`config.mk`:
```
export PLATFORM = sky130hd
export DESIGN_NAME = alarm_bank
export DESIGN_NICKNAME = d
export VERILOG_FILES = /design/src/rtl/alarm_bank.sv
export SDC_FILE = /design/constraint.sdc
export NUM_CORES = 1
export LEC_CHECK = 0
export CORE_MARGIN = 4
export CORE_UTILIZATION = 54
export CTS_BUF_LIST = sky130_fd_sc_hd__clkbuf_4 sky130_fd_sc_hd__clkbuf_8 sky130_fd_sc_hd__clkbuf_16
export CTS_CLUSTER_DIAMETER = 150
export DETAILED_ROUTE_END_ITERATION = 10
export GPL_TIMING_DRIVEN = 0
export MAX_ROUTING_LAYER = met4
export PLACE_DENSITY = 0.79
export SLEW_MARGIN = 20
export SYNTH_ARGS = -nofsm -noshare
export SYNTH_HDL_FRONTEND = slang
export SYNTH_SLANG_ARGS = --single-unit
```
`constraint.sdc`:
```
create_clock -name Clk -period 3.4 [get_ports Clk]
set_clock_uncertainty 0.1 [all_clocks]
set_input_delay 1.02 -clock Clk [delete_from_list [all_inputs] [get_ports Clk]]
set_output_delay 1.02 -clock Clk [all_outputs]
set_load 0.005 [all_outputs]
```
`src/rtl/alarm_bank.sv`:
```
// Bank of N_ALARM BCD alarm channels with per-channel ring/timeout FSMs.
// Optional snooze support is compiled in by defining ALARM_SNOOZE_EN.
module alarm_bank #(
    parameter int unsigned N_ALARM     = 4,
    parameter int unsigned RING_SECS   = 60,
    parameter int unsigned SNOOZE_SECS = 300
) (
    input  logic               Clk,
    input  logic               Reset_n,
    input  logic [2:0]         sel,
    input  logic [2:0]         cnt_inc,
    input  logic [2:0]         cnt_dec,
    input  logic               en_toggle,
    input  logic [31:0]        now_time,
    input  logic               tick_1hz,
    input  logic               stop,
    input  logic               snooze,
    output logic [31:0]        Data,
    output logic [N_ALARM-1:0] en_vec,
    output logic [N_ALARM-1:0] ring_id,
    output logic               ring
);

`ifdef ALARM_SNOOZE_EN
    typedef enum logic [1:0] {IDLE, RING, SNOOZE} state_t;
    localparam int unsigned CNT_MAX = (RING_SECS > SNOOZE_SECS) ? RING_SECS : SNOOZE_SECS;
`else
    typedef enum logic [0:0] {IDLE, RING} state_t;
    localparam int unsigned CNT_MAX = RING_SECS;
    localparam int unsigned unused_snooze_secs = SNOOZE_SECS;
`endif
    localparam int unsigned CW = $clog2(CNT_MAX + 1);

    // Separator nibbles never take part in matching.
    logic unused_bits;
`ifdef ALARM_SNOOZE_EN
    assign unused_bits = ^{now_time[23:20], now_time[11:8]};
`else
    assign unused_bits = ^{now_time[23:20], now_time[11:8], snooze};
`endif

    // BCD step for a 00-59 field {tens, units}; inc wins over dec.
    function automatic logic [7:0] ms_step(input logic [7:0] v, input logic inc, input logic dec);
        logic [3:0] t;
        logic [3:0] u;
        t = v[7:4];
        u = v[3:0];
        if (inc) begin
            if (u == 4'd9) begin
                u = 4'd0;
                t = (t == 4'd5) ? 4'd0 : t + 4'd1;
            end else begin
                u = u + 4'd1;
            end
        end else if (dec) begin
            if (u == 4'd0) begin
                u = 4'd9;
                t = (t == 4'd0) ? 4'd5 : t - 4'd1;
            end else begin
                u = u - 4'd1;
            end
        end
        return {t, u};
    endfunction

    // BCD step for the 00-23 hours field.
    function automatic logic [7:0] hr_step(input logic [7:0] v, input logic inc, input logic dec);
        logic [3:0] t;
        logic [3:0] u;
        t = v[7:4];
        u = v[3:0];
        if (inc) begin
            if (t == 4'd2 && u == 4'd3) begin
                t = 4'd0;
                u = 4'd0;
            end else if (u == 4'd9) begin
                t = t + 4'd1;
                u = 4'd0;
            end else begin
                u = u + 4'd1;
            end
        end else if (dec) begin
            if (t == 4'd0 && u == 4'd0) begin
                t = 4'd2;
                u = 4'd3;
            end else if (u == 4'd0) begin
                t = t - 4'd1;
                u = 4'd9;
            end else begin
                u = u - 4'd1;
            end
        end
        return {t, u};
    endfunction

    logic [31:0] packed_time [N_ALARM];

    for (genvar i = 0; i < N_ALARM; i++) begin : g_ch
        logic [7:0]    sec;
        logic [7:0]    min;
        logic [7:0]    hr;
        logic          en;
        logic [CW-1:0] cnt;
        state_t        st;
        logic          hit;
        logic          dis;
        logic          match;

        assign hit   = (sel == 3'(i));
        assign dis   = hit & en_toggle & en;
        assign packed_time[i] = {sec[3:0], sec[7:4], 4'hA, min[3:0], min[7:4], 4'hA, hr[3:0], hr[7:4]};
        assign match = ({packed_time[i][31:24], packed_time[i][19:12], packed_time[i][7:0]} ==
                        {now_time[31:24], now_time[19:12], now_time[7:0]});

        // Time edits and enable toggle for the selected channel.
        always_ff @(posedge Clk or negedge Reset_n) begin
            if (!Reset_n) begin
                sec <= '0;
                min <= '0;
                hr  <= '0;
                en  <= 1'b0;
            end else if (hit) begin
                sec <= ms_step(sec, cnt_inc[0], cnt_dec[0]);
                min <= ms_step(min, cnt_inc[1], cnt_dec[1]);
                hr  <= hr_step(hr, cnt_inc[2], cnt_dec[2]);
                if (en_toggle) begin
                    en <= ~en;
                end
            end
        end

        // Ring FSM: stop > disable > snooze > timeout/tick.
        always_ff @(posedge Clk or negedge Reset_n) begin
            if (!Reset_n) begin
                st  <= IDLE;
                cnt <= '0;
            end else if (stop || dis) begin
                st  <= IDLE;
                cnt <= '0;
            end else begin
                case (st)
                    IDLE: begin
                        if (tick_1hz && en && match) begin
                            st  <= RING;
                            cnt <= '0;
                        end
                    end
                    RING: begin
`ifdef ALARM_SNOOZE_EN
                        if (snooze) begin
                            st  <= SNOOZE;
                            cnt <= '0;
                        end else
`endif
                        if (tick_1hz) begin
                            if (cnt == CW'(RING_SECS - 1)) begin
                                st  <= IDLE;
                                cnt <= '0;
                            end else begin
                                cnt <= cnt + CW'(1);
                            end
                        end
                    end
`ifdef ALARM_SNOOZE_EN
                    SNOOZE: begin
                        if (tick_1hz) begin
                            if (cnt == CW'(SNOOZE_SECS - 1)) begin
                                st  <= RING;
                                cnt <= '0;
                            end else begin
                                cnt <= cnt + CW'(1);
                            end
                        end
                    end
`endif
                    default: begin
                        st  <= IDLE;
                        cnt <= '0;
                    end
                endcase
            end
        end

        assign en_vec[i]  = en;
        assign ring_id[i] = (st == RING);
    end

    assign ring = |ring_id;

    // Display mux; out-of-range selections show the separator pattern.
    always_comb begin
        Data = 32'hAAAA_AAAA;
        for (int i = 0; i < N_ALARM; i++) begin
            if (sel == 3'(i)) begin
                Data = packed_time[i];
            end
        end
    end

endmodule

```
# After elaboration in Yosys (flattened, before gate mapping)
# Index checks and enable logic that the tools add are counted.
[totals]
register_bits = 128
in_bits = 47
[classes]
n_reduce_logical = 93
n_bitwise = 16
n_addsub = 52
n_mux = 172
eq_ne = 59
[op_table]
columns = ["op", "count"]
rows = [
  ["4-bit two-way mux", 128],
  ["32-bit two-way mux", 4],
  ["4-bit by 1-bit adder with 4-bit output (second input constant)", 24],
  ["24-bit == test", 4],
  ["4-bit zero test", 24],
  ["6-bit two-way mux", 16],
  ["4-bit by 1-bit subtractor with 4-bit output (second input constant)", 24],
  ["4-bit == test (second input constant)", 12],
  ["6-bit case mux with 2 select lines", 4],
  ["4-bit AND reduction", 12],
  ["2-bit AND reduction", 20],
  ["4-bit by 2-bit == test with 1-bit output (second input constant)", 8],
  ["4-bit by 3-bit == test with 1-bit output (second input constant)", 8],
  ["6-bit by 1-bit adder with 6-bit output (second input constant)", 4],
  ["6-bit == test (second input constant)", 4],
  ["2-bit nonzero test", 11],
  ["1-bit logical AND", 16],
  ["1-bit two-way mux", 16],
  ["2-bit by 1-bit != test with 1-bit output (second input constant)", 8],
  ["3-bit by 1-bit != test with 1-bit output (second input constant)", 4],
  ["3-bit by 2-bit != test with 1-bit output (second input constant)", 4],
  ["3-bit != test (second input constant)", 4],
  ["3-bit nonzero test", 4],
  ["1-bit AND", 8],
  ["7 further kinds", 21],
]

# Logic depth before layout (Yosys ltp)
# Gate-level depths: netlist of run 1.
[logic_depth]
depth_word = 6
depth_mapped = 8

# Worst setup path before layout of run 1
# Ideal clock, no wire load.
[synth_path]
path_kind = "input to output"
start = "in sel[1]"
end = "out Data[7]"
n_path_buf = 2
arrival_time_ps = 2278
cell_stages = 4
slack_ps = 2
required_ps = 2280
path_cell_list = "buf_4 buf_2 mux4_2 or2_2"
[synth_via]
elab_chain_cells = 5
[synth_lines]
columns = ["item", "line_no", "source"]
rows = [
  ["start: declaration", "10", "input logic [2:0] sel,"],
  ["3-bit zero test", "194", "if (sel == 3'(i)) begin"],
  ["32-bit two-way mux (3 in a row)", "194", ""],
  ["32-bit two-way mux *", "194", ""],
  ["end: declaration", "18", "output logic [31:0] Data,"],
]
# Every way passes the cells marked *; elsewhere a longest branch is shown, timed or not.

# Final worst setup path of run 1
[layout_path]
start = "in sel[1]"
end = "out Data[2]"
# The elaborated chain is that of the path after synthesis.

==> results of run 1 <==
==> power breakdown <==
| part | internal (uW) | switching [uW] |
|---|---|---|
| Combinational | 1750 | 2700 |
| Sequential | 1980 | 533 |
| Clock | 1130 | 827 |
| Total | 4860 | 4060 |
==> per-stage QoR <==
| step | setup TNS, ns | hold slack [ns] |
|---|---|---|
| finish | -0.130 | 0.337 |
| global route | -0.285 | 0.355 |
| CTS | -0.164 | 0.353 |
| detailed placement | -37.78 | 0.392 |
| global placement | -582.17 | 0.394 |
| floorplan | 0 | 0.369 |
==> cell usage after synthesis (32+ instances only) <==
master	count	area share, %
a21oi_1	71	3.3
a31oi_1	33	1.9
clkbuf_1	108	3.7
dfrtp_1	128	29
ha_1	32	3.7
inv_1	48	1.7
nand2_1	116	4.0
nand3_1	75	3.5
nand4_1	38	2.2
nor2_1	104	3.6
nor3_1	32	1.5
o21ai_0	92	4.2
xnor2_1	82	6.6
xor2_1	45	3.6
==> worst paths after layout <==
| kind | endpoint | startpoint | cells past startpoint |
|---|---|---|---|
| min in group Clk | g_ch[2].cnt[5] | g_ch[2].cnt[5] | 1 |
| worst min-delay path | g_ch[0].min[6] | Reset_n | 1 |
| worst min register to register | g_ch[2].cnt[5] | g_ch[2].cnt[5] | 1 |
| worst max-delay path | Data[2] | sel[1] | 10 |
| worst max register to register | g_ch[3].cnt[0] | g_ch[3].sec[3] | 7 |
| max in group asynchronous | g_ch[2].hr[3] | Reset_n | 2 |
==> flip-flops by register name, summed over array words and instances, names as in the netlist <==
signal,flops
g_ch.sec,32
g_ch.st,4
g_ch.cnt,24
g_ch.min,32
g_ch.hr,32
g_ch.en,4
==> per-layer routing <==
| layer | part of all wire, % | track usage [%] | up-vias |
|---|---|---|---|
| met2 | 44 | 49.5 | 708 |
| met5 | 0 | - | - |
| met4 | 6.0 | 16.7 | 0 |
| li1 | - | - | 5161 |
| met1 | 40 | 43.3 | 5345 |
| met3 | 10 | 6.48 | 171 |
==> area by class of cell <==
| class | instances | area, um^2 | area share, % |
|---|---|---|---|
| Antenna cell | 2 | 5.00 | 0.0387 |
| Inverter | 49 | 184 | 1.42 |
| Clock buffer | 18 | 439 | 3.40 |
| Timing Repair Buffer | 98 | 883 | 6.84 |
| Clock inverter | 14 | 169 | 1.31 |
| Multi-Input combinational cell | 1043 | 6960 | 53.8 |
| Sequential cell | 128 | 3200 | 24.8 |
| Tap cell | 265 | 332 | 2.57 |
| Buffer | 145 | 748 | 5.79 |
==> cell families after synthesis <==
logic type      Yosys count  share of synthesized area [%]
simple gates            506                           23.9
compound gates          342                           20.7
buf+inv                 196                           7.57
flops                   128                           29.5
xor+xnor                127                           10.2
fa+ha+maj                32                           3.69
mux                      28                           4.26
other cells               2                         0.0691
==> placed cells by master, fill, tap and decap left out, types with 12 or more instances in the layout <==
master,Yosys,routed
ha_1,32,32
a22oi_1,20,15
nor4_1,16,16
buf_2,11,25
clkbuf_16,0,19
mux4_2,14,14
inv_1,48,48
nor3_1,32,32
nand3_1,75,75
buf_4,19,44
nor2_1,104,104
and3_1,17,17
xnor2_1,82,82
or2_4,0,12
o21ai_0,92,92
xor2_1,45,45
dfrtp_1,128,128
clkbuf_1,108,100
nand4_1,38,38
clkdlybuf4s50_1,0,27
a31oi_1,33,33
buf_6,0,19
nand2_1,116,113
or3_1,13,13
a21oi_1,71,71
o22ai_1,15,15
==> what timing repair did <==
| action | in CTS | in global routing |
|---|---|---|
| resized for setup | 177 | 12 |
| gates cloned | 5 | 0 |
| setup buffers | 37 | 3 |
| setup endpoints to repair | 24 | 23 |
| pin swaps | 19 | 8 |
==> flow_metrics.tcl, run 1 <==
set metrics [dict create \
    outcome "finished, violations left" \
    violations "setup timing" \
    clk_pin_slew_ns 0.07 \
    place_ws_ns -1.56 \
    ys_ff_latch 128 \
    synth_ff_type "dfrtp_1" \
    slowest_stage "nor3b_4" \
    nets 1561 \
    cts_hold_buf 0 \
    hold_viol 0 \
    ys_warn_count 0 \
    antenna_found_initial 2 \
    start_util_pct 55.3 \
    drc_errors 0 \
    cp.required_ns 2.28 \
    finalCritPeriodShare_pct 101 \
    fmax_ghz 0.290 \
    design_area_um2 12900 \
    drt_pass1_iterations 8 \
    ios 88 \
    drive_gt1_share_pct 14.1 \
    postSynthAreaPerCell_um2 7.98 \
    cts.path.max_buffers 2 \
    power.leakage_uw 0.00520 \
    h-tree-depth 4 \
    ant_nets 0 \
    worstMarginPinSlew_ns 0.839 \
    rrSetupSlack_ns 0.56 \
    drtIter0Drc 1615 \
    dpl.hpwl_mm 24.6 \
    critical-path-top-delay-family "buffers and inverters" \
    dp.cells 1688 \
    setup_viol 5 \
    grt_use_total_pct 33.2 \
    grt_pass1_vias 10485 \
    slew_headroom_pct 43.6 \
    path_common_cell "buf_6" \
    final_util_pct 65.7 \
    holdCritPathClass "primary input to asynchronous set/reset pin" \
    grt-ovfl-total 0 \
    cts_inserted_buffers 17 \
    viasPerCell 6.46 \
    die_w_um 150 \
    area_growth_pct 19.0 \
    min_period_ns 3.44 \
    nFillCells 1663 \
    slew_viol_final 0 \
    rows 51 \
    path_buf_inv 7 \
    end_kind "output port" \
    drt-total-wl_mm 36.0 \
    grt_pass1_wl_mm 57.0 \
    die_area_um2 22400 \
    grt_max_degree 94 \
    setup_ws_ns -0.0447 \
    root_buffer "clkbuf_16" \
    synth-edff-count 0 \
    finish.cell_count_without_fillers 1762 \
    place_area_um2 11800 \
    ys_seq_area_share_pct 29.5 \
    vdd_ir_drop_max_uv 520 \
    die_h_um 150 \
    routabilityCongestion 1.04 \
    criticalPathCategory "primary input to output port" \
    worst_setup_path_start_kind "primary input" \
    synthArstFlopShare_pct 100 \
    grt_setup_unrepaired "true" \
    cp_slowest_stage_delay_ns 0.28 \
    portBuffers 55 \
    cts_tree "yes" \
    synthCells 1361 \
    max-cap-violations 0 \
    vias 11385 \
    wl_per_cell_um 20.5 \
    cp_max_fo 5 \
    clk_latency_ns 0.44 \
    critPathArrivalTime_ns 2.32 \
    power_density_nw_per_um2 691 \
    clock-sinks 128 \
    coreArea_um2 19700 \
    power_uw 8920 \
    synth_area_um2 10900 \
    yosys.cell_types.count 78 \
    crit_chain "buf_8, buf_8, buf_6, nor3b_4, clkbuf_8, buf_6, buf_6, a22oi_2, nand2_2, buf_2" \
]
(Power assumes the default switching activity.)
==> run 2, diff against run 1 <==
- CORE_UTILIZATION: 54 -> 59
- DONT_BUFFER_PORTS: unset -> 1
==> run 2 against run 1 <==
  * The flow now finishes without violations
  * Hold slack got worse by 0.15 ns
  * Design area shrank 8.8%
  * Clock power fell by 11%
  * Wire length shrank 7.7%
  * Critical endpoint is now Data[4]
==> flow_metrics.tcl, run 2 (same netlist as run 1, synthesis figures left out) <==
set metrics [dict create \
    dpl.hpwl_mm 23.9 \
    r2r_end "g_ch[3].cnt[0]" \
    die_h_um 144 \
    reg_top3 "g_ch.hr x32, g_ch.min x32, g_ch.sec x32" \
    rows 49 \
    r2r-start "g_ch[3].sec[6]" \
    grt_pass1_vias 9725 \
    slew_viol_final 0 \
    drtIter0Drc 1375 \
    viasPerCell 6.59 \
    grt_max_degree 129 \
    worstMarginPinSlew_ns 0.742 \
    rrSetupSlack_ns 0.76 \
    setup_ws_ns 0.0424 \
    outcome "finished, final reports clean" \
    routabilityCongestion 0.988 \
    mostFrequentLayoutCell "dfrtp_1" \
    cts_inserted_buffers 17 \
    start_util_pct 60.3 \
    holdCritPathClass "primary input to asynchronous set/reset pin" \
    vdd_ir_drop_max_uv 424 \
    wl_per_cell_um 20.4 \
    clk_pin_slew_ns 0.06 \
    rr_worst_depth 7 \
    die_area_um2 20600 \
    root_buffer "clkbuf_16" \
    multi_input_area_um2 6870 \
    power_density_nw_per_um2 708 \
    power.leakage_uw 0.00465 \
    setup_viol 0 \
    area_growth_pct 8.49 \
    end_kind "output port" \
    slew_headroom_pct 50.1 \
    cp.required_ns 2.28 \
    final_cell_mix "dfrtp_1, nand2_1, nor2_1" \
    nets 1467 \
    drt_pass1_iterations 6 \
    max-cap-violations 0 \
    cts.path.max_buffers 2 \
    n_antenna_cell 0 \
    die_w_um 144 \
    min_period_ns 3.36 \
    seq_power_share_pct 30.0 \
    seqCellArea_um2 3200 \
    grt_pass1_wl_mm 52.8 \
    worst_setup_path_start_kind "primary input" \
    drt-total-wl_mm 33.3 \
    finalCritPeriodShare_pct 98.8 \
    combPwrFrac_pct 49.1 \
    grt_use_total_pct 33.3 \
    antenna_found_initial 0 \
    drive_gt1_share_pct 9.35 \
    fmax_ghz 0.298 \
    switching_share_pct 45.7 \
    h-tree-depth 4 \
    clk_latency_ns 0.43 \
    portBuffers 0 \
    coreArea_um2 18000 \
    pwr-share-clk_pct 20.9 \
    hold_viol 0 \
    drc_errors 0 \
    grt_setup_unrepaired "false" \
    timing.hold.ws_ns 0.185 \
    grt-ovfl-total 0 \
    clock-sinks 128 \
    power.net_switching_uw 3810 \
    nFillCells 1570 \
    ios 88 \
    ant_nets 0 \
    p_int_uw 4530 \
    place_ws_ns -0.530 \
    criticalPathCategory "primary input to output port" \
    vias 10749 \
    cts_tree "yes" \
    cp_max_fo 10 \
    critPathArrivalTime_ns 2.24 \
]
-- run 2: changes by cell type in the layout (fill, tap and decap cells not counted), sizes merged --
cell           previous run  this run
buf                     104        43
clkinv                    5         8
clkbuf                  130       125
inv                      56        52
diode                     2         0
bufinv                    2         0
clkdlybuf4s50            27         0
clkinvlp                  0         2
-- run 2: through the flow --
stage	area, um^2	std cells	total power, uW	utilization, %	TNS [ns]
3_5_place_dp	11200	1596	6450	62.0	-6.79
6_report	11800	1630	8340	65.4	0
3_3_place_gp	11200	1596	6360	62.0	-6.30
4_1_cts	11800	1628	8220	65.2	0
5_1_grt	11800	1630	8890	65.4	0
2_1_floorplan	10900	1367	5450	-	0
-- run 2: area by class of cell --
| cell class | instances | area share, % |
|---|---|---|
| multi-input combinational | 1043 | 58.3 |
| sequential | 128 | 27.2 |
| buffer | 146 | 5.64 |
| clock buffer | 19 | 3.84 |
| tap | 229 | 2.43 |
| inverter | 49 | 1.56 |
| clock inverter | 13 | 0.881 |
| timing repair buffer | 3 | 0.191 |
-- run 2: metal layers --
| metal | GRT usage, % | share of wire (%) |
|---|---|---|
| met5 | - | 0 |
| met4 | 16.0 | 5.3 |
| met1 | 43.5 | 40 |
| met3 | 6.66 | 10 |
| met2 | 49.8 | 45 |
-- run 2: worst max-delay path by stage --
stage / startpoint / end / slack [ns] / depth (start not counted)
after floorplan: sel[1] / Data[7] / 0.002 / 4
after global placement: sel[0] / Data[18] / -0.48 / 6
after detailed placement: sel[0] / Data[18] / -0.53 / 6
after CTS: sel[1] / Data[7] / 0.02 / 4
after global routing: sel[0] / Data[30] / 0.02 / 5
final: sel[0] / Data[4] / 0.04 / 5
-- run 2: repair_timing --
action                                  in CTS  in global routing
resized for setup                           12                  4
hold buffers                                 0                  0
pin swaps                                    1                  1
endpoints found under the setup margin      20                 10
setup buffers                                1                  2
-- run 2: power by group through the flow --
stage	logic, uW	clock network, uW	registers, uW
after floorplan	3120	0	2330
after global placement	3870	0	2480
after detailed placement	3950	0	2500
after CTS	4000	1750	2470
after global routing	4510	1820	2560
final	4100	1740	2500
-- run 2: worst max-delay path, stage by stage --
cell and delay, ns:
buf_2 0.19, nor3_4 0.36, buf_2 0.37, a22oi_1 0.13, o221ai_1 0.16
==> run 3, diff against run 2 <==
- CORE_UTILIZATION: 59 -> 55
- PLACE_DENSITY: 0.79 -> 0.74
- SLEW_MARGIN: 20 -> unset
==> run 3 against run 2 <==
  * Hold slack got worse by 0.015 ns
  * Non-clock buffer count unchanged
  * Combinational power about the same
  * Sequential cell count unchanged
  * Highest routed layer unchanged
==> flow_metrics.tcl, run 3 (same netlist as run 1, synthesis figures left out) <==
set metrics [dict create \
    portBuffers 0 \
    grt_max_degree 129 \
    root_buffer "clkbuf_16" \
    antenna_found_initial 0 \
    ant_nets 0 \
    final_cell_mix "dfrtp_1, nand2_1, nor2_1" \
    cts.path.max_buffers 2 \
    clk_latency_ns 0.45 \
    worstMarginPinSlew_ns 0.704 \
    ios 88 \
    final_util_pct 61.2 \
    die_area_um2 22100 \
    drc_errors 0 \
    slowest_stage "nor3_4" \
    slew_headroom_pct 52.7 \
    crit_chain "buf_2, nor3_4, clkbuf_4, a22oi_1, nand2_1" \
    drt_pass1_iterations 6 \
    holdCritPathClass "primary input to asynchronous set/reset pin" \
    finalCritPeriodShare_pct 99.0 \
    fmax_ghz 0.297 \
    dpl.hpwl_mm 24.6 \
    end_kind "output port" \
    grt_pass1_wl_mm 54.2 \
    coreArea_um2 19500 \
    vias 10764 \
    min_period_ns 3.37 \
    routabilityCongestion 1.01 \
    rows 51 \
    busiest_layer "met2" \
    nFillCells 1763 \
    timing.hold.ws_ns 0.170 \
    area_growth_pct 9.64 \
    wl_per_cell_um 20.6 \
    combPwrFrac_pct 47.6 \
    seq_power_share_pct 28.9 \
    clock-sinks 128 \
    viasPerCell 6.46 \
    cts_hold_buf 0 \
    slew_viol_final 0 \
    grt.met1_usage_pct 41.4 \
    die_h_um 149 \
    mostFrequentLayoutCell "dfrtp_1" \
    power_density_nw_per_um2 727 \
    design_area_um2 11900 \
    path_buf_inv 2 \
    h-tree-depth 4 \
    critical-path-top-delay-family "simple AND/OR/NAND/NOR gates" \
    vdd_ir_drop_max_uv 491 \
    drive_gt1_share_pct 9.35 \
    reg_top3 "g_ch.hr x32, g_ch.min x32, g_ch.sec x32" \
    place_area_um2 11200 \
    cts_tree "yes" \
    grt_use_total_pct 32.0 \
    grt-ovfl-total 0 \
    grt_pass1_vias 9910 \
    grt_setup_unrepaired "false" \
    drt-total-wl_mm 34.3 \
    n_antenna_cell 0 \
    cp.required_ns 2.28 \
    p_int_uw 4800 \
    cp_max_fo 10 \
    hold_viol 0 \
    use_met3_pct 7.16 \
    cp_slowest_stage_delay_ns 0.39 \
    drtIter0Drc 1425 \
    pwr-share-clk_pct 23.5 \
    grt_use_met2_pct 48.6 \
    power.net_switching_uw 3860 \
    cts_inserted_buffers 17 \
    start_util_pct 55.8 \
    worst_setup_path_start_kind "primary input" \
    clk_pin_slew_ns 0.07 \
    power_uw 8660 \
    outcome "finished, final reports clean" \
    setup_viol 0 \
    nets 1467 \
    die_w_um 149 \
    max-cap-violations 0 \
    switching_share_pct 44.5 \
    power.leakage_uw 0.00468 \
    criticalPathCategory "primary input to output port" \
    critPathArrivalTime_ns 2.25 \
]
## run 3: changes by cell type in the layout (fill, tap and decap cells not counted)
cell       before  now
bufinv_16       0    4
clkbuf_4        1    4
clkinv_4        5    2
inv_6           4    2
buf_2          11   10
clkbuf_2        3    2
clkbuf_8        2    1
clkinv_2        2    3
## run 3: layout make-up
class | count | area [um^2] | share of cell area [%]
Tap cell | 265 | 332 | 2.78
Timing Repair Buffer | 3 | 22.5 | 0.189
Buffer | 146 | 669 | 5.62
Clock inverter | 13 | 185 | 1.55
Inverter | 49 | 184 | 1.54
Sequential cell | 128 | 3200 | 26.9
Multi-Input combinational cell | 1043 | 6870 | 57.7
Clock buffer | 19 | 447 | 3.75
## run 3: power by group through the flow
| stage | Sequential (uW) | Clock (uW) | Combinational [uW] |
|---|---|---|---|
| after global placement | 2490 | 0 | 3910 |
| after CTS | 2480 | 2040 | 4020 |
| final | 2500 | 2040 | 4120 |
| after floorplan | 2330 | 0 | 3120 |
| after detailed placement | 2500 | 0 | 3980 |
| after global routing | 2560 | 2110 | 4530 |
## run 3: timing repair
action / 4_1_cts / 5_1_grt
resized for setup: 15 / 2
setup endpoints to repair: 20 / 9
buffers inserted: 1 / 2
pin swaps: 0 / 1
## run 3: routing by layer
| layer | part of all wire, % | routed length (um) |
|---|---|---|
| met3 | 9.2 | 3150 |
| met2 | 46 | 15700 |
| met4 | 4.5 | 1550 |
| met1 | 41 | 13900 |
| met5 | 0 | 0 |
## run 3: path summary, 6_finish.rpt
kind	from	end	slack, ns	cells after the start
setup / recovery	sel[0]	Data[2]	0.03	5
hold / removal	Reset_n	g_ch[2].hr[7]	0.17	0
setup reg to reg	g_ch[3].sec[3]	g_ch[3].cnt[0]	0.75	7
max in group asynchronous	Reset_n	g_ch[3].sec[5]	2.84	0
hold reg to reg	g_ch[2].cnt[5]	g_ch[2].cnt[5]	0.42	1
min in group Clk	g_ch[2].cnt[5]	g_ch[2].cnt[5]	0.42	1
## run 3: worst register-to-register path, stage by stage, from the launching register on
cell,delay [ns]
dfrtp_1,0.33
clkbuf_1,0.43
xor2_1,0.13
nor4_1,0.61
nand3_1,0.26
o31ai_2,0.26
a21oi_1,0.13
mux2_2,0.29
## run 3: metrics by stage
stage	instances	worst slack [ns]	TNS (ns)
final	1666	0.0335	0
after global routing	1666	0.00799	0
after detailed placement	1632	-0.530	-7.35
after floorplan	1367	0.00156	0
after CTS	1664	0.00639	0
after global placement	1632	-0.538	-7.12
